==> src/rtl/tlight_sched.sv <==
// rtl/tlight_sched.sv - demand-responsive two-way intersection phase scheduler
module tlight_sched #(
  parameter int GREEN_MIN = 16,
  parameter int GREEN_MAX = 32,
  parameter int YELLOW    = 4,
  parameter int ALLRED    = 2,
  parameter int CW        = 6
) (
  input  logic       clock,
  input  logic       reset,
  input  logic       demand_ns,
  input  logic       demand_we,
  input  logic       ped_ns,
  input  logic       ped_we,
  input  logic       emerg,
  input  logic       emerg_dir,
  output logic [2:0] ns,
  output logic [2:0] we,
  output logic       walk_ns,
  output logic       walk_we,
  output logic       emerg_ack,
  output logic [2:0] phase
);

  typedef enum logic [2:0] {
    NS_G = 3'd0,
    NS_Y = 3'd1,
    AR_A = 3'd2,
    WE_G = 3'd3,
    WE_Y = 3'd4,
    AR_B = 3'd5
  } state_t;

  localparam logic [CW-1:0] GMIN_L = CW'(GREEN_MIN - 1);
  localparam logic [CW-1:0] GMAX_L = CW'(GREEN_MAX - 1);
  localparam logic [CW-1:0] YEL_L  = CW'(YELLOW - 1);
  localparam logic [CW-1:0] AR_L   = CW'(ALLRED - 1);

  state_t        state;
  state_t        state_n;
  logic [CW-1:0] cnt;
  logic          lat_ns;
  logic          lat_we;
  logic          walk_ns_q;
  logic          walk_we_q;
  logic          ack_q;
  logic          in_green;
  logic          enter_ns_g;
  logic          enter_we_g;

  assign in_green   = (state == NS_G) || (state == WE_G);
  assign enter_ns_g = (state_n == NS_G) && (state != NS_G);
  assign enter_we_g = (state_n == WE_G) && (state != WE_G);

  // next-state: preemption overrides green timing, yellow/all-red always run to completion
  always_comb begin
    state_n = state;
    case (state)
      NS_G: begin
        if (emerg) begin
          if (emerg_dir) state_n = NS_Y;
        end else if (cnt >= GMIN_L && (demand_we || lat_we) &&
                     (!demand_ns || cnt == GMAX_L)) begin
          state_n = NS_Y;
        end
      end
      NS_Y: if (cnt == YEL_L) state_n = AR_A;
      AR_A: if (cnt == AR_L) state_n = emerg ? (emerg_dir ? WE_G : NS_G) : WE_G;
      WE_G: begin
        if (emerg) begin
          if (!emerg_dir) state_n = WE_Y;
        end else if (cnt >= GMIN_L && (demand_ns || lat_ns) &&
                     (!demand_we || cnt == GMAX_L)) begin
          state_n = WE_Y;
        end
      end
      WE_Y: if (cnt == YEL_L) state_n = AR_B;
      AR_B: if (cnt == AR_L) state_n = emerg ? (emerg_dir ? WE_G : NS_G) : NS_G;
      default: state_n = AR_B;
    endcase
  end

  // state, phase counter, pedestrian latches and registered walk/ack flags
  always_ff @(posedge clock) begin
    if (!reset) begin
      state     <= AR_B;
      cnt       <= '0;
      lat_ns    <= 1'b0;
      lat_we    <= 1'b0;
      walk_ns_q <= 1'b0;
      walk_we_q <= 1'b0;
      ack_q     <= 1'b0;
    end else begin
      state <= state_n;
      if (state_n != state) begin
        cnt <= '0;
      end else if (!(in_green && cnt == GMAX_L)) begin
        cnt <= cnt + 1'b1;
      end
      // a new press on the clearing edge keeps the latch set for the next green
      lat_ns    <= ped_ns | (lat_ns & ~enter_ns_g);
      lat_we    <= ped_we | (lat_we & ~enter_we_g);
      walk_ns_q <= (state_n == NS_G) && ((state == NS_G) ? walk_ns_q : lat_ns);
      walk_we_q <= (state_n == WE_G) && ((state == WE_G) ? walk_we_q : lat_we);
      ack_q     <= emerg && (((state_n == NS_G) && !emerg_dir) ||
                             ((state_n == WE_G) &&  emerg_dir));
    end
  end

  // lamp decode from state only
  always_comb begin
    ns = 3'b100;
    we = 3'b100;
    case (state)
      NS_G: ns = 3'b001;
      NS_Y: ns = 3'b010;
      WE_G: we = 3'b001;
      WE_Y: we = 3'b010;
      default: ;
    endcase
  end

  assign walk_ns   = walk_ns_q;
  assign walk_we   = walk_we_q;
  assign emerg_ack = ack_q;
  assign phase     = state;

endmodule

==> config.mk <==
export PLATFORM = sky130hd
export DESIGN_NAME = tlight_sched
export DESIGN_NICKNAME = d
export VERILOG_FILES = /design/src/rtl/tlight_sched.sv
export SDC_FILE = /design/constraint.sdc
export NUM_CORES = 1
export LEC_CHECK = 0
export CORE_MARGIN = 2
export CORE_UTILIZATION = 45
export DETAILED_ROUTE_END_ITERATION = 6
export GPL_TIMING_DRIVEN = 0
export HOLD_SLACK_MARGIN = 0.02
export PLACE_DENSITY = 0.73
export SYNTH_ARGS = -nofsm -noshare
export SYNTH_HDL_FRONTEND = slang
export SYNTH_SLANG_ARGS = --single-unit
==> constraint.sdc <==
create_clock -name clock -period 6.7 [get_ports clock]
set_input_delay 1.34 -clock clock [delete_from_list [all_inputs] [get_ports clock]]
set_output_delay 1.34 -clock clock [all_outputs]
set_load 0.05 [all_outputs]
==> impl_metrics.yaml, run 1 <==
critical_path:
  critPathMaxStageDelay_ns: 0.94
  r2r-end: "cnt[5]"
  crit_path_start: "phase[1]"
  crit_end: "ns[0]"
  cp_num_buf_inv: 2
  cp-end-kind: "primary output"
  crit_arrival_ns: 2.49
  cp.depth: 3
  reg2reg_slack_ns: 4.06
  rr_worst_depth: 7
  cp.required_ns: 5.36
  crit_chain: "clkbuf_1 -> nor3_1 -> clkdlybuf4s50_1"
  start_kind: "register"
  path_class: "reg -> out"
  r2r_start: "cnt[0]"
  crit_slowest_cell: "clkdlybuf4s50_1"
  path_max_fanout: 10
  path_delay_family: "buffers and inverters"
layout:
  drive_gt1_share_pct: 11.0
  area_growth_pct: 27.6
  postLayoutCoreUtil_pct: 61.4
  antenna_cells: 0
  final_common_cell: "clkdlybuf4s50_1"
  mostFrequentLayoutCells: "clkdlybuf4s50_1 (19), nor2_1 (15), dfxtp_1 (14)"
  num-fill-cells: 177
  fin_nets: 147
cts:
  hold_buffers: 0
  clk_latency_ns: 0.30
  cts_buffers: 3
  cts_tree: "yes"
  cts-root-buf: "clkbuf_4"
  htree_levels: 1
  clock_sinks: 14
  ctsResizeCount: 0
  clockBufferDepth: 2
  clk_pin_slew_ns: 0.09
  cts_setup_buffers: 0
floorplanning:
  die_w_um: 49.8
  design.portCount: 20
  start_util_pct: 48.1
  core-area_sq_um: 1960
  dieHeight_um: 49.8
  rows: 16
  die-area_sq_um: 2480
placed_design:
  hpwl_um: 1690
  place_congestion: 0.855
  io_buffers: 19
  pre_cts_slack_ns: 3.05
yosys:
  synth-main-ff-cell: "dfxtp_1"
  synth-seq-cells: 14
  synth-edff-count: 0
  synth_cell_types: 38
  syn_area_sq_um: 943
  synth_warnings: 0
  avgSynthCellArea_sq_um: 8.35
  syn_nets: 123
  synth_seq_area_share_pct: 29.7
  synthArstFlopShare_pct: 0
  syn_inst: 113
pwr:
  internal_power_uw: 217
  swShare_pct: 46.2
  switching_power_uw: 186
  p_comb_share_pct: 56.9
  pwr-share-clk_pct: 15.9
  peakVddDrop_mv: 0.165
  leakage_nw: 0.435
  p_per_area_nw_per_um2: 335
  p_seq_share_pct: 27.2
global_routing:
  antenna_found_initial: 0
  track_usage_pct: 18.7
  grt_pass1_vias: 775
  grt_start_max_net_pins: 11
  grt_pass1_wl_um: 3500
  grt_overflow: 0
timing:
  rsz0062_at_grt: "false"
  fin_crit_sh_pct: 57.2
  fin_skew_ns: 0.00630
  timing.setup.tns_ns: 0
  slew_headroom_pct: 43.9
  worst_slack_ns: 2.87
  finalSetupViolCount: 0
  drv_slew: 0
  final-hold-violation-count: 0
  post-route-min-period_ns: 3.83
  fmax_mhz: 261
  worst_pin_slew_ns: 0.835
outcome:
  status: "complete, no violations"
detailed_routing:
  ant_nets: 0
  vias_per_cell: 5.90
  vias: 962
  drt_wl_total_um: 2220
  drc_errors: 0
  wl_per_cell_um: 13.6
  drtIter0Drc: 42
  drtPass1Iterations: 4
run:
  cap_violations: 0
hold_path:
  hold_class: "reg -> reg"
-- cell type report --
type                       count  area (sq um)  area share, %
timing repair buffer          19           190           15.8
multi-input combinational     90           628           52.2
sequential                    14           280           23.3
tap                           27          33.8           2.81
buffer                         2          8.76          0.728
inverter                       7          26.3           2.18
clock buffer                   4          36.3           3.01
-- flip-flops by register name (all words and copies together) (netlist names) --
name and flops:
lat_we 1, cnt 6, phase 3, walk_ns 1
walk_we 1, emerg_ack 1, lat_ns 1
-- routing by layer --
| layer | vias up | wire, um | global-route usage, % |
|---|---|---|---|
| li1 | 464 | - | - |
| met1 | 451 | 1050 | 23.6 |
| met2 | 42 | 987 | 29.1 |
| met3 | 5 | 145 | 4.24 |
| met4 | 0 | 41 | 10.2 |
| met5 | - | 0 | 0 |
-- through the flow --
step	power [mW]	std cells	area, sq um	hold slack (ns)
floorplan	0.282	113	943	0.469
global placement	0.336	159	1170	0.478
detailed placement	0.339	159	1170	0.488
CTS	0.403	163	1200	0.500
global route	0.423	163	1200	0.533
finish	0.403	163	1200	0.494
-- synthesized netlist by cell type, types with 2 or more instances --
cell | count | area, sq um
xnor2_1 | 3 | 26.3
a21oi_1 | 5 | 25.0
nor2b_1 | 3 | 18.8
mux2i_1 | 2 | 20.0
a31oi_1 | 5 | 31.3
nand3_1 | 6 | 30.0
nor4b_2 | 2 | 30.0
nor2_1 | 15 | 56.3
ha_1 | 2 | 25.0
nand2_1 | 8 | 30.0
o21ai_0 | 4 | 20.0
nor3_1 | 5 | 25.0
dfxtp_1 | 14 | 280
inv_1 | 7 | 26.3
nor3b_1 | 6 | 45.0
nand2b_1 | 4 | 25.0
-- cells by family (layout without fill, tap and decap cells) --
logic type | count (synthesis) | in the layout | synth area share (%)
adder cells (fa/ha/maj) | 2 | 2 | 2.65
AO/OA/AOI/OAI | 26 | 26 | 23.7
AND/OR/NAND/NOR | 55 | 55 | 32.6
buffers and inverters | 9 | 32 | 3.71
flip-flops | 14 | 14 | 29.7
multiplexers | 2 | 2 | 2.12
XOR/XNOR | 5 | 5 | 5.44
-- worst min-delay path by stage --
stage / endpoint / startpoint / cells after the start / slack [ns]
3_3_place_gp: walk_we / walk_we / 2 / 0.48
3_5_place_dp: walk_we / walk_we / 2 / 0.49
4_1_cts: walk_we / walk_we / 2 / 0.50
2_1_floorplan: walk_we / lat_we / 2 / 0.47
5_1_grt: walk_we / walk_we / 2 / 0.53
6_report: walk_we / walk_we / 2 / 0.49
-- worst min-delay path, cell delays in order, from the launching register on --
cell and delay, ns:
dfxtp_1 0.32, nand2_1 0.05, a2111oi_0 0.07
-- power groups by stage --
stage / Combinational (mW) / Sequential, mW / Clock [mW]
2_1_floorplan: 0.154 / 0.127 / 0
3_3_place_gp: 0.225 / 0.111 / 0
3_5_place_dp: 0.228 / 0.111 / 0
4_1_cts: 0.228 / 0.110 / 0.0648
5_1_grt: 0.244 / 0.112 / 0.0680
6_report: 0.229 / 0.110 / 0.0640
No activity file was read; power rests on OpenSTA's default activity.
==> run 2: changes to the inputs <==
==> constraint.sdc (replaced) <==
create_clock -name clock -period 3.6 [get_ports clock]
set_input_delay 0.72 -clock clock [delete_from_list [all_inputs] [get_ports clock]]
set_output_delay 0.72 -clock clock [all_outputs]
set_load 0.05 [all_outputs]
==> results of run 2 <==
Same layout as run 1 (identical final DEF). Status: complete, no violations.
Main changes from that run: setup slack after placement 3.05 ns -> 0.571 ns; setup slack after layout 2.87 ns -> 0.387 ns; register-to-register setup slack 4.06 ns -> 0.96 ns; total power 0.403 mW -> 0.750 mW; worst IR drop on VDD 0.165 mV -> 0.306 mV
